### config.mk
export PLATFORM = sky130hd
export DESIGN_NAME = sa_autosa_sdp_wdma_cmd_gen
export DESIGN_NICKNAME = d
export VERILOG_FILES = /design/src/rtl/sa_autosa_sdp_wdma_pkg.sv /design/src/rtl/sa_autosa_sdp_wdma_cmd_fork.sv /design/src/rtl/sa_autosa_sdp_wdma_cmd_gen.sv
export SDC_FILE = /design/constraint.sdc
export NUM_CORES = 1
export LEC_CHECK = 0
export ABC_AREA = 1
export BUFFER_PORTS_ARGS = -buffer_cell sky130_fd_sc_hd__buf_4
export CAP_MARGIN = 25
export CORE_MARGIN = 4
export CORE_UTILIZATION = 45
export DETAILED_ROUTE_END_ITERATION = 8
export PLACE_DENSITY_LB_ADDON = 0.08
export SYNTH_ARGS = -nofsm -noshare
export SYNTH_HDL_FRONTEND = slang
export SYNTH_HIERARCHICAL = 1
export SYNTH_SLANG_ARGS = --single-unit
export TNS_END_PERCENT = 5
### constraint.sdc
create_clock -name autosa_core_clk -period 8.15 [get_ports autosa_core_clk]
set_input_delay 0 -clock autosa_core_clk [delete_from_list [all_inputs] [get_ports autosa_core_clk]]
set_output_delay 0 -clock autosa_core_clk [all_outputs]
set_load 0.02 [all_outputs]
### src/rtl/sa_autosa_sdp_wdma_pkg.sv
// ---------------------------------------------------------------------------
// sa_autosa_sdp_wdma_pkg
// Shared definitions for the SDP write-DMA command generator and data stage.
// Both sides take payload field positions from here, so the command layout
// is defined in exactly one place.
//   AW / SW            : address width (8-byte atoms) and size-field width
//   SPT_* / DMA_*      : bit offsets of cube_end, odd, size and addr fields
//   wdma_cmd_state_e   : command generator state encoding
//   odd_atoms()        : odd-atom-count flag derived from a width-minus-1 field
// ---------------------------------------------------------------------------
package sa_autosa_sdp_wdma_pkg;

    localparam int AW = 29;
    localparam int SW = 13;

    // split command payload: {cube_end, odd, size}
    localparam int SPT_SIZE_LSB     = 0;
    localparam int SPT_ODD_BIT      = SW;
    localparam int SPT_CUBE_END_BIT = SW + 1;
    localparam int SPT_PD_W         = SW + 2;

    // DMA command payload: {cube_end, odd, size, addr}
    localparam int DMA_ADDR_LSB     = 0;
    localparam int DMA_SIZE_LSB     = AW;
    localparam int DMA_ODD_BIT      = AW + SW;
    localparam int DMA_CUBE_END_BIT = AW + SW + 1;
    localparam int DMA_PD_W         = AW + SW + 2;

    typedef enum logic [1:0] {
        ST_IDLE  = 2'd0,
        ST_ISSUE = 2'd1,
        ST_DONE  = 2'd2
    } wdma_cmd_state_e;

    // The width field holds atoms-minus-1, so an even field value means an
    // odd number of atoms in the line.
    function automatic logic odd_atoms(input logic [SW-1:0] width_m1);
        return ~width_m1[0];
    endfunction

endpackage

### src/rtl/sa_autosa_sdp_wdma_cmd_fork.sv
// ---------------------------------------------------------------------------
// sa_autosa_sdp_wdma_cmd_fork
// Two-way valid/ready fork. One upstream "pair valid" is offered to two
// downstream branches; each branch keeps a sent flag so an accepted branch is
// not offered again while the other branch is still waiting.
//   i_clk, i_rst      : clock, synchronous active-high reset
//   i_vld             : a command pair is being presented
//   i_a_rdy, i_b_rdy  : branch ready inputs
//   o_a_vld, o_b_vld  : branch valid outputs (gated by the sent flags)
//   o_done            : both branches accepted; pair completes this edge
// ---------------------------------------------------------------------------
module sa_autosa_sdp_wdma_cmd_fork (
    input  logic i_clk,
    input  logic i_rst,
    input  logic i_vld,
    input  logic i_a_rdy,
    input  logic i_b_rdy,
    output logic o_a_vld,
    output logic o_b_vld,
    output logic o_done
);

    logic r_a_sent;
    logic r_b_sent;
    logic w_a_acc;
    logic w_b_acc;

    assign o_a_vld = i_vld & ~r_a_sent;
    assign o_b_vld = i_vld & ~r_b_sent;
    assign w_a_acc = o_a_vld & i_a_rdy;
    assign w_b_acc = o_b_vld & i_b_rdy;

    // A branch counts as delivered if it was sent earlier or is accepted now.
    assign o_done  = i_vld & (r_a_sent | w_a_acc) & (r_b_sent | w_b_acc);

    // Per-branch sent flags: set on accept, cleared when the pair completes.
    always_ff @(posedge i_clk) begin
        if (i_rst) begin
            r_a_sent <= 1'b0;
            r_b_sent <= 1'b0;
        end else if (o_done) begin
            r_a_sent <= 1'b0;
            r_b_sent <= 1'b0;
        end else begin
            r_a_sent <= r_a_sent | w_a_acc;
            r_b_sent <= r_b_sent | w_b_acc;
        end
    end

endmodule

### src/rtl/sa_autosa_sdp_wdma_cmd_gen.sv
// ---------------------------------------------------------------------------
// sa_autosa_sdp_wdma_cmd_gen
// Walks an output cube surface by surface, line by line, and emits one
// split command and one DMA command per line. All payload bits come straight
// from registers; ready only affects valid through the fork's sent flags.
//   autosa_core_clk / autosa_core_rst : clock, synchronous active-high reset
//   op_load                           : start pulse, latches reg2dp_* in IDLE
//   reg2dp_width/height/channel       : atoms/line-1, lines/surface-1, surfaces-1
//   reg2dp_dst_base_addr              : first atom address
//   reg2dp_dst_line/surface_stride    : atom strides between lines / surfaces
//   cmd2dat_spt_{pvld,prdy,pd}        : split command {cube_end, odd, size}
//   cmd2dat_dma_{pvld,prdy,pd}        : DMA command {cube_end, odd, size, addr}
//   busy                              : cube in progress (ISSUE and DONE)
// The AW/SW parameters must match the package values, since the payload is
// packed with the package field offsets shared with the data stage.
// ---------------------------------------------------------------------------
module sa_autosa_sdp_wdma_cmd_gen #(
    parameter int AW = sa_autosa_sdp_wdma_pkg::AW,
    parameter int SW = sa_autosa_sdp_wdma_pkg::SW
) (
    input  logic             autosa_core_clk,
    input  logic             autosa_core_rst,
    input  logic             op_load,
    input  logic [SW-1:0]    reg2dp_width,
    input  logic [SW-1:0]    reg2dp_height,
    input  logic [SW-1:0]    reg2dp_channel,
    input  logic [AW-1:0]    reg2dp_dst_base_addr,
    input  logic [AW-1:0]    reg2dp_dst_line_stride,
    input  logic [AW-1:0]    reg2dp_dst_surface_stride,
    output logic             cmd2dat_spt_pvld,
    input  logic             cmd2dat_spt_prdy,
    output logic [SW+1:0]    cmd2dat_spt_pd,
    output logic             cmd2dat_dma_pvld,
    input  logic             cmd2dat_dma_prdy,
    output logic [AW+SW+1:0] cmd2dat_dma_pd,
    output logic             busy
);

    import sa_autosa_sdp_wdma_pkg::*;

    wdma_cmd_state_e r_state;
    logic            r_busy;
    logic [SW-1:0]   r_width;
    logic [SW-1:0]   r_height;
    logic [SW-1:0]   r_channel;
    logic [AW-1:0]   r_line_stride;
    logic [AW-1:0]   r_surf_stride;
    logic [AW-1:0]   r_line_addr;
    logic [AW-1:0]   r_surf_addr;
    logic [SW-1:0]   r_line_cnt;
    logic [SW-1:0]   r_surf_cnt;
    logic            r_odd;
    logic            r_cube_end;

    logic            w_issue;
    logic            w_pair_done;
    logic [SW-1:0]   w_next_line_cnt;
    logic [SW-1:0]   w_next_surf_cnt;
    logic [AW-1:0]   w_next_line_addr;
    logic [AW-1:0]   w_next_surf_addr;
    logic            w_next_cube_end;
    logic [SPT_PD_W-1:0] w_spt_pd;
    logic [DMA_PD_W-1:0] w_dma_pd;

    assign w_issue = (r_state == ST_ISSUE);

    sa_autosa_sdp_wdma_cmd_fork u_fork (
        .i_clk   (autosa_core_clk),
        .i_rst   (autosa_core_rst),
        .i_vld   (w_issue),
        .i_a_rdy (cmd2dat_spt_prdy),
        .i_b_rdy (cmd2dat_dma_prdy),
        .o_a_vld (cmd2dat_spt_pvld),
        .o_b_vld (cmd2dat_dma_pvld),
        .o_done  (w_pair_done)
    );

    // Next line/surface position after the current pair completes. The
    // cube_end flag is precomputed here so the payload stays register-driven.
    always_comb begin
        w_next_line_cnt  = r_line_cnt;
        w_next_surf_cnt  = r_surf_cnt;
        w_next_line_addr = r_line_addr;
        w_next_surf_addr = r_surf_addr;
        if (r_line_cnt != r_height) begin
            w_next_line_cnt  = r_line_cnt + {{(SW-1){1'b0}}, 1'b1};
            w_next_line_addr = r_line_addr + r_line_stride;
        end else begin
            w_next_line_cnt  = {SW{1'b0}};
            w_next_surf_cnt  = r_surf_cnt + {{(SW-1){1'b0}}, 1'b1};
            w_next_surf_addr = r_surf_addr + r_surf_stride;
            w_next_line_addr = r_surf_addr + r_surf_stride;
        end
        w_next_cube_end = (w_next_line_cnt == r_height) && (w_next_surf_cnt == r_channel);
    end

    // Control FSM with config latch, counters and address walkers.
    always_ff @(posedge autosa_core_clk) begin
        if (autosa_core_rst) begin
            r_state       <= ST_IDLE;
            r_busy        <= 1'b0;
            r_width       <= {SW{1'b0}};
            r_height      <= {SW{1'b0}};
            r_channel     <= {SW{1'b0}};
            r_line_stride <= {AW{1'b0}};
            r_surf_stride <= {AW{1'b0}};
            r_line_addr   <= {AW{1'b0}};
            r_surf_addr   <= {AW{1'b0}};
            r_line_cnt    <= {SW{1'b0}};
            r_surf_cnt    <= {SW{1'b0}};
            r_odd         <= 1'b0;
            r_cube_end    <= 1'b0;
        end else begin
            case (r_state)
                ST_IDLE: begin
                    if (op_load) begin
                        r_width       <= reg2dp_width;
                        r_height      <= reg2dp_height;
                        r_channel     <= reg2dp_channel;
                        r_line_stride <= reg2dp_dst_line_stride;
                        r_surf_stride <= reg2dp_dst_surface_stride;
                        r_line_addr   <= reg2dp_dst_base_addr;
                        r_surf_addr   <= reg2dp_dst_base_addr;
                        r_line_cnt    <= {SW{1'b0}};
                        r_surf_cnt    <= {SW{1'b0}};
                        r_odd         <= odd_atoms(reg2dp_width);
                        r_cube_end    <= (reg2dp_height == {SW{1'b0}}) &&
                                         (reg2dp_channel == {SW{1'b0}});
                        r_busy        <= 1'b1;
                        r_state       <= ST_ISSUE;
                    end else begin
                        r_state       <= ST_IDLE;
                    end
                end
                ST_ISSUE: begin
                    // op_load is deliberately not looked at here.
                    if (w_pair_done && r_cube_end) begin
                        r_state <= ST_DONE;
                    end else if (w_pair_done) begin
                        r_line_cnt  <= w_next_line_cnt;
                        r_surf_cnt  <= w_next_surf_cnt;
                        r_line_addr <= w_next_line_addr;
                        r_surf_addr <= w_next_surf_addr;
                        r_cube_end  <= w_next_cube_end;
                        r_state     <= ST_ISSUE;
                    end else begin
                        r_state     <= ST_ISSUE;
                    end
                end
                ST_DONE: begin
                    r_busy  <= 1'b0;
                    r_state <= ST_IDLE;
                end
                default: begin
                    r_busy  <= 1'b0;
                    r_state <= ST_IDLE;
                end
            endcase
        end
    end

    // Payload packing at the shared field offsets.
    always_comb begin
        w_spt_pd = {SPT_PD_W{1'b0}};
        w_spt_pd[SPT_CUBE_END_BIT]  = r_cube_end;
        w_spt_pd[SPT_ODD_BIT]       = r_odd;
        w_spt_pd[SPT_SIZE_LSB +: SW] = r_width;
        w_dma_pd = {DMA_PD_W{1'b0}};
        w_dma_pd[DMA_CUBE_END_BIT]  = r_cube_end;
        w_dma_pd[DMA_ODD_BIT]       = r_odd;
        w_dma_pd[DMA_SIZE_LSB +: SW] = r_width;
        w_dma_pd[DMA_ADDR_LSB +: AW] = r_line_addr;
    end

    assign cmd2dat_spt_pd = w_spt_pd;
    assign cmd2dat_dma_pd = w_dma_pd;
    assign busy           = r_busy;

endmodule

Word-level counts from Yosys, hierarchy flattened
Index checks and enable logic that the tools add are counted.

word-level totals
  output and inout port bits = 62
  logic and storage cells = 78
  input port bits = 131
  register bits = 188

cells by class
  bitwise gates (word level) = 12
  mux-type cells = 27
  eq/ne operators = 8
  add/subtract/negate cells = 4
  reductions and logical operators = 12

operator list
  kind                   number
  $mux 29                7
  $pmux 29 s2            2
  $mux 13                7
  $add 29x29->29         2
  $pmux 13 s2            2
  $add 13x1->13 const B  2
  $eq 13x13->1           2
  $logic_not 13->1       2
  $ne 13x13->1           1
  $ne 2x2->1 const B     4
  $and 1x1->1            6
  $mux 1                 5
  $reduce_and 5->1       1
  $not 1->1              4
  $pmux 1 s2             2
  $pmux 2 s2             1
  $reduce_and 2->1       2
  $reduce_and 4->1       1
  $logic_and 1x1->1      3
  $eq 2x1->1 const B     1
  $logic_not 2->1        1
  $mux 2                 1
  $or 1x1->1             2
  $reduce_bool 2->1      1
  $reduce_or 2->1        1

Longest topological paths before layout
  depth after elaboration = 9
  gate-level depth with buffers = 19
  depth with buffers taken out = 17

Modules after synthesis
Netlist, hierarchy kept.

by module, submodules not included
  module                       seq. area each (µm²)  area an instance (µm²)  cells each  instances
  sa_autosa_sdp_wdma_cmd_gen   3723.6                11881.4                 1864        1
  sa_autosa_sdp_wdma_cmd_fork  40.0                  115.1                   20          1

Worst setup path after synthesis
Ideal clock, no wire load.

  kind = reg-to-reg
  from = register r_state[0]
  to = register r_line_addr[12]
  data required time = 8.022 ns
  slack = 5.480 ns
  period minus slack after synthesis = 2.670 ns
  arrival time = 2.543 ns
  buffers on the path = 4
  stages on the path, launching flop included = 18
  library setup time = 0.128 ns
  cells stage by stage = dfxtp_1 -> inv_1 -> nor2_1 -> clkbuf_1 -> clkbuf_1 -> nand2_2 -> nand2_2 -> nand3_1 -> inv_1 -> inv_1 -> nor3_1 -> nor2_2 -> inv_2 -> buf_2 -> buf_2 -> o21ai_0 -> a21oi_1 -> nor2_1

between the ends
  cells in the longest elaborated chain, start to end = 9
  elaborated cells between the ends (all ways) = 17
  classes of those cells = eq/ne (4); mux (1); bitwise (8); reduce/logical (4)

ends and longest elaborated chain
  element                       line                               text
  from (decl)                   sa_autosa_sdp_wdma_cmd_gen.sv:41   wdma_cmd_state_e r_state;
  from (signal assigned)        sa_autosa_sdp_wdma_cmd_gen.sv:100  r_state <= ST_IDLE;
  from (signal assigned)        sa_autosa_sdp_wdma_cmd_gen.sv:130  r_state <= ST_ISSUE;
  from (signal assigned)        sa_autosa_sdp_wdma_cmd_gen.sv:132  r_state <= ST_IDLE;
  $eq 2x1->1 *                  sa_autosa_sdp_wdma_cmd_gen.sv:65   assign w_issue = (r_state == ST_ISSUE);
  via w_issue                   sa_autosa_sdp_wdma_cmd_gen.sv:55   logic w_issue;
  $and 1x1->1                   sa_autosa_sdp_wdma_cmd_fork.sv:28  assign o_a_vld = i_vld & ~r_a_sent;
  $and 1x1->1                   sa_autosa_sdp_wdma_cmd_fork.sv:30  assign w_a_acc = o_a_vld & i_a_rdy;
  $or 1x1->1                    sa_autosa_sdp_wdma_cmd_fork.sv:34  assign o_done = i_vld & (r_a_sent | w_a_acc) & (r_b_sent | w_b_acc);
  $and 1x1->1                   sa_autosa_sdp_wdma_cmd_fork.sv:34
  $and 1x1->1 *                 sa_autosa_sdp_wdma_cmd_fork.sv:34
  via w_pair_done               sa_autosa_sdp_wdma_cmd_gen.sv:56   logic w_pair_done;
  $logic_and 1x1->1             sa_autosa_sdp_wdma_cmd_gen.sv:137  if (w_pair_done && r_cube_end) begin
  $ne 2x2->1 (no line)          --
  $reduce_and 4->1 (no line) *  --
  to (signal assigned)          sa_autosa_sdp_wdma_cmd_gen.sv:107  r_line_addr <= {AW{1'b0}};
  to (signal assigned)          sa_autosa_sdp_wdma_cmd_gen.sv:122  r_line_addr <= reg2dp_dst_base_addr;
  to (signal assigned)          sa_autosa_sdp_wdma_cmd_gen.sv:142  r_line_addr <= w_next_line_addr;
  to (decl)                     sa_autosa_sdp_wdma_cmd_gen.sv:48   logic [AW-1:0] r_line_addr;

The timed path passes the listed nets; every way through them passes the cells marked *.
A chain may end at the register's enable or synchronous reset.

Worst setup path after layout
  from = register r_state[0]
  to = register r_surf_addr[18]

between the ends
  cells in the longest elaborated chain, start to end = 9
  elaborated cells between the ends (all ways) = 18
  classes of those cells = eq/ne (5); mux (1); bitwise (8); reduce/logical (4)

ends and longest elaborated chain
  element                     line                                                                 text
  $eq 2x1->1                  sa_autosa_sdp_wdma_cmd_gen.sv:65, sa_autosa_sdp_wdma_cmd_gen.sv:114
  $and 1x1->1                 sa_autosa_sdp_wdma_cmd_fork.sv:28
  $and 1x1->1                 sa_autosa_sdp_wdma_cmd_fork.sv:30
  $or 1x1->1                  sa_autosa_sdp_wdma_cmd_fork.sv:34
  $and 1x1->1 (2 in series)   sa_autosa_sdp_wdma_cmd_fork.sv:34
  $logic_and 1x1->1           sa_autosa_sdp_wdma_cmd_gen.sv:137
  $ne 2x2->1 (no line)        --
  $reduce_and 5->1 (no line)  --
  to (signal assigned)        sa_autosa_sdp_wdma_cmd_gen.sv:108                                    r_surf_addr <= {AW{1'b0}};
  to (signal assigned)        sa_autosa_sdp_wdma_cmd_gen.sv:123                                    r_surf_addr <= reg2dp_dst_base_addr;
  to (signal assigned)        sa_autosa_sdp_wdma_cmd_gen.sv:143                                    r_surf_addr <= w_next_surf_addr;
  to (decl)                   sa_autosa_sdp_wdma_cmd_gen.sv:49                                     logic [AW-1:0] r_surf_addr;

Parallel ways exist; a longest one is shown, timed or not.

==> impl_metrics.json <==
{
  "leakage_nw": 7.041,
  "min_path_cells": 5,
  "maxCapViolations": 0,
  "drt-vias-per-instance": 5.305,
  "crit_type": "register to register",
  "report.power.total_mw": 2.617,
  "syn-cell-area_sq_mm": 0.01200,
  "grt_pass1_wl_um": 64430,
  "hp-class": "primary input to register",
  "design.core.area_sq_mm": 0.02613,
  "cts-buffers-inserted": 17,
  "r2r-end": "r_surf_addr[18]",
  "synth_xor_area_share_pct": 3.118,
  "ys_seq_elements": 188,
  "drv_slew": 0,
  "clkSinkCount": 188,
  "irDropWorstVdd_uv": 143.2,
  "grt.met3_usage_pct": 2.988,
  "syn-num-nets": 2075,
  "num_antenna_cells": 0,
  "cts-resized-gates": 0,
  "cpMostUsedCell": "buf_4",
  "routed_vias": 13173,
  "fraction_of_the_mapped_netlist_area_in_compound_gates_pct": 18.01,
  "grt_start_max_net_pins": 100,
  "max_slew_margin_pct": 34.62,
  "synth-warning-count": 6,
  "depth_of_the_worst_register_to_register_path": 15,
  "finalSetupViolCount": 0,
  "mapped_cells": 1884,
  "post_route_cells_drive_above_1_share_pct": 12.48,
  "cp_data_arrival_time_ns": 4.31,
  "async_flop_share_pct": 0,
  "design.die.area_sq_mm": 0.02934,
  "seq_area_frac_synth_pct": 31.37,
  "critPathMaxStageDelay_ns": 0.70,
  "grt-ovfl-total": 0,
  "drt-initial-drc-count": 964,
  "critical_path.reg2reg.startpoint": "r_state[0]",
  "initial_utilization_pct": 45.91,
  "synth_simple_gate_area_share_pct": 32.48,
  "number_of_global_route_vias_before_repair": 12604,
  "grt_setup_unrepaired": "false",
  "grtUsageTotal_pct": 27.36,
  "run_status": "completed",
  "grt.met2_usage_pct": 50.08,
  "clk_slew_on_worst_s_h_paths_ns": 0.07,
  "finalHoldViolCount": 0,
  "drt-wirelength-per-cell_um": 16.41,
  "type_of_element_launching_the_critical_path": "register",
  "routabilityCongestion": 0.9173,
  "synth_edf_count": 0,
  "yosys-mux-area-fraction_pct": 0.08344,
  "p_per_area_mw_per_mm2": 170.9,
  "synth_top_family_by_area": "simple AND/OR/NAND/NOR gates",
  "final_common_cell": "nand2_1",
  "placement.io_buffers": 192,
  "yosysUniqueCellTypes": 41,
  "antenna_found_initial": 0,
  "clockRootBuffer": "clkbuf_16",
  "placementRows": 59,
  "groute.layer.met1.usage_pct": 33.82,
  "layout.filler_cells": 2539,
  "crit_path_capture_type": "register",
  "tns_ns": 0,
  "cts_max_path_buffers": 2,
  "areaGrowthSynthToFinish_pct": 27.65,
  "ys.flop_type": "dfxtp_1",
  "synthAdderAreaFrac_pct": 6.383,
  "final-seq-area_sq_mm": 0.003764,
  "fmaxAchievable_mhz": 251.7,
  "dieHeight_um": 171.3,
  "ff2ff_setup_slack_ns": 4.18,
  "final_cell_mix": "nand2_1, nor2_1, buf_4, o21ai_0, dfxtp_1",
  "worst_hold_startpoint": "reg2dp_dst_base_addr[19]",
  "crit_path_top_delay_cell": "buf_4",
  "hpwlAfterDp_um": 29480,
  "clk-insertion-delay-late_ns": 0.45,
  "crit_path_cell_trace": "inv_1 > nand2_1 > nor2_4 > buf_4 > a21oi_1 > nor2_2 > buf_4 > inv_2 > nor2_2 > buf_4 > inv_1 > a21oi_1 > o21ai_0 > nand2_1 > nor2_1",
  "grt.busiest_layer": "met2",
  "wl_um": 40750,
  "timing.final.crit_share_pct": 48.75,
  "post_route_minimum_period_ns": 3.973,
  "tightest_pin_transition_ns": 0.9793,
  "crit_required_ns": 8.49,
  "multi_input_comb_area_sq_mm": 0.007224,
  "remaining_drc_errors": 0,
  "worst_clock_skew_ns": 0.01570,
  "critical_path.max_fanout": 99,
  "ant_nets": 0,
  "syn-mean-instance-area_sq_um": 6.368,
  "hold-path-endpoint": "r_line_addr[19]",
  "die-width_um": 171.3,
  "ios": 193,
  "firstDrtPassIters": 5,
  "tritoncts": "yes",
  "cts.htree.levels": 4,
  "final_net_count": 2326
}
==> Yosys cell counts, types with 2 or more instances <==
cell type  instances  area share, %
a21o_1             7           0.44
a21oi_1          158            6.6
a311oi_1           3           0.22
a31o_2             2           0.15
a31oi_1           14           0.73
buf_1              2          0.063
buf_2             19           0.79
buf_4             19            1.2
buf_6              2           0.19
clkbuf_1          50            1.6
dfxtp_1          188             31
fa_1               2           0.33
ha_1              58            6.0
inv_1            140            4.4
inv_2             12           0.38
nand2_1          406             13
nand2_2            3           0.16
nand3_1          136            5.7
nand3b_1          12           0.75
nand4_1           19           0.99
nor2_1           327             10
nor2_2             8           0.42
nor3_1            12           0.50
nor4_1            11           0.57
o211ai_1           8           0.50
o21a_1             3           0.19
o21ai_0          195            8.1
o21ai_1            2          0.083
o21bai_1          10           0.63
o22ai_1            3           0.16
or2_2              5           0.26
xnor2_1           10           0.73
xor2_1            30            2.2
==> worst max path at each step <==
stage	from	to	slack, ns
3_5_place_dp	r_state[0]	r_surf_addr[18]	4.23
4_1_cts	r_state[0]	r_surf_addr[18]	4.22
5_1_grt	r_state[0]	r_surf_addr[18]	3.68
2_1_floorplan	r_state[0]	r_line_addr[12]	5.48
3_3_place_gp	r_state[0]	r_line_addr[18]	4.30
6_report	r_state[0]	r_surf_addr[18]	4.18
==> registers in the layout (all words and copies together), names as in the netlist <==
signal,cells
r_width,13
r_height,13
r_channel,13
u_fork/r_b_sent,1
r_surf_stride,29
r_line_cnt,13
r_line_stride,29
r_cube_end,1
u_fork/r_a_sent,1
r_state,2
r_line_addr,29
r_surf_addr,29
r_odd,1
busy,1
r_surf_cnt,13
==> power by group <==
part           leakage [nW]  internal, mW  total, mW  switching (mW)
Clock                 0.278         0.409      0.844           0.435
Sequential             1.55         0.992       1.06          0.0643
Combinational          5.21         0.285      0.718           0.432
==> worst max-delay path, delay by kind of cell, from the launching register on <==
family	cells	cell delay [ns]
and+or+nand+nor	6	0.67
buffers and inverters	6	2.29
AOI/OAI and AO/OA	3	0.52
DFF	1	0.30
==> per-stage QoR <==
step	hold slack [ns]	cell area, sq um	utilization, %	setup WS (ns)	instances
2_1_floorplan	0.1276	12000	-	5.480	1884
3_3_place_gp	0.2205	13470	51.56	4.297	2326
3_5_place_dp	0.2270	13500	51.67	4.232	2327
4_1_cts	0.003564	15310	58.60	4.223	2483
5_1_grt	0.05896	15310	58.60	3.676	2483
6_report	0.01639	15310	58.60	4.177	2483
==> layout make-up <==
cell class | instances | share of cell area [%]
tap | 335 | 2.737
timing repair buffer | 324 | 18.04
sequential | 188 | 24.58
clock buffer | 17 | 2.778
inverter | 152 | 3.742
multi-input combinational | 1452 | 47.18
clock inverter | 15 | 0.9478
==> routing by layer <==
| layer | vias up | wire, um |
|---|---|---|
| li1 | 6718 | - |
| met3 | 50 | 1829 |
| met2 | 387 | 20700 |
| met4 | 0 | 795 |
| met5 | - | 0 |
| met1 | 6018 | 17420 |
==> logic make-up (layout without fill, tap and decap cells) <==
| kind of cell | Yosys count | in the layout |
|---|---|---|
| AND/OR/NAND/NOR | 942 | 942 |
| buffers and inverters | 244 | 508 |
| multiplexers | 1 | 1 |
| adder cells (fa/ha/maj) | 60 | 60 |
| AO/OA/AOI/OAI | 408 | 408 |
| XOR/XNOR | 41 | 41 |
| flip-flops | 188 | 188 |
==> what timing repair did <==
action                                  4_1_cts  5_1_grt
hold endpoints to repair                    143        0
endpoints found under the setup margin        0        0
buffers inserted                              0        0
hold buffers                                124        0
Note: power is estimated with default switching activity, not from simulation.
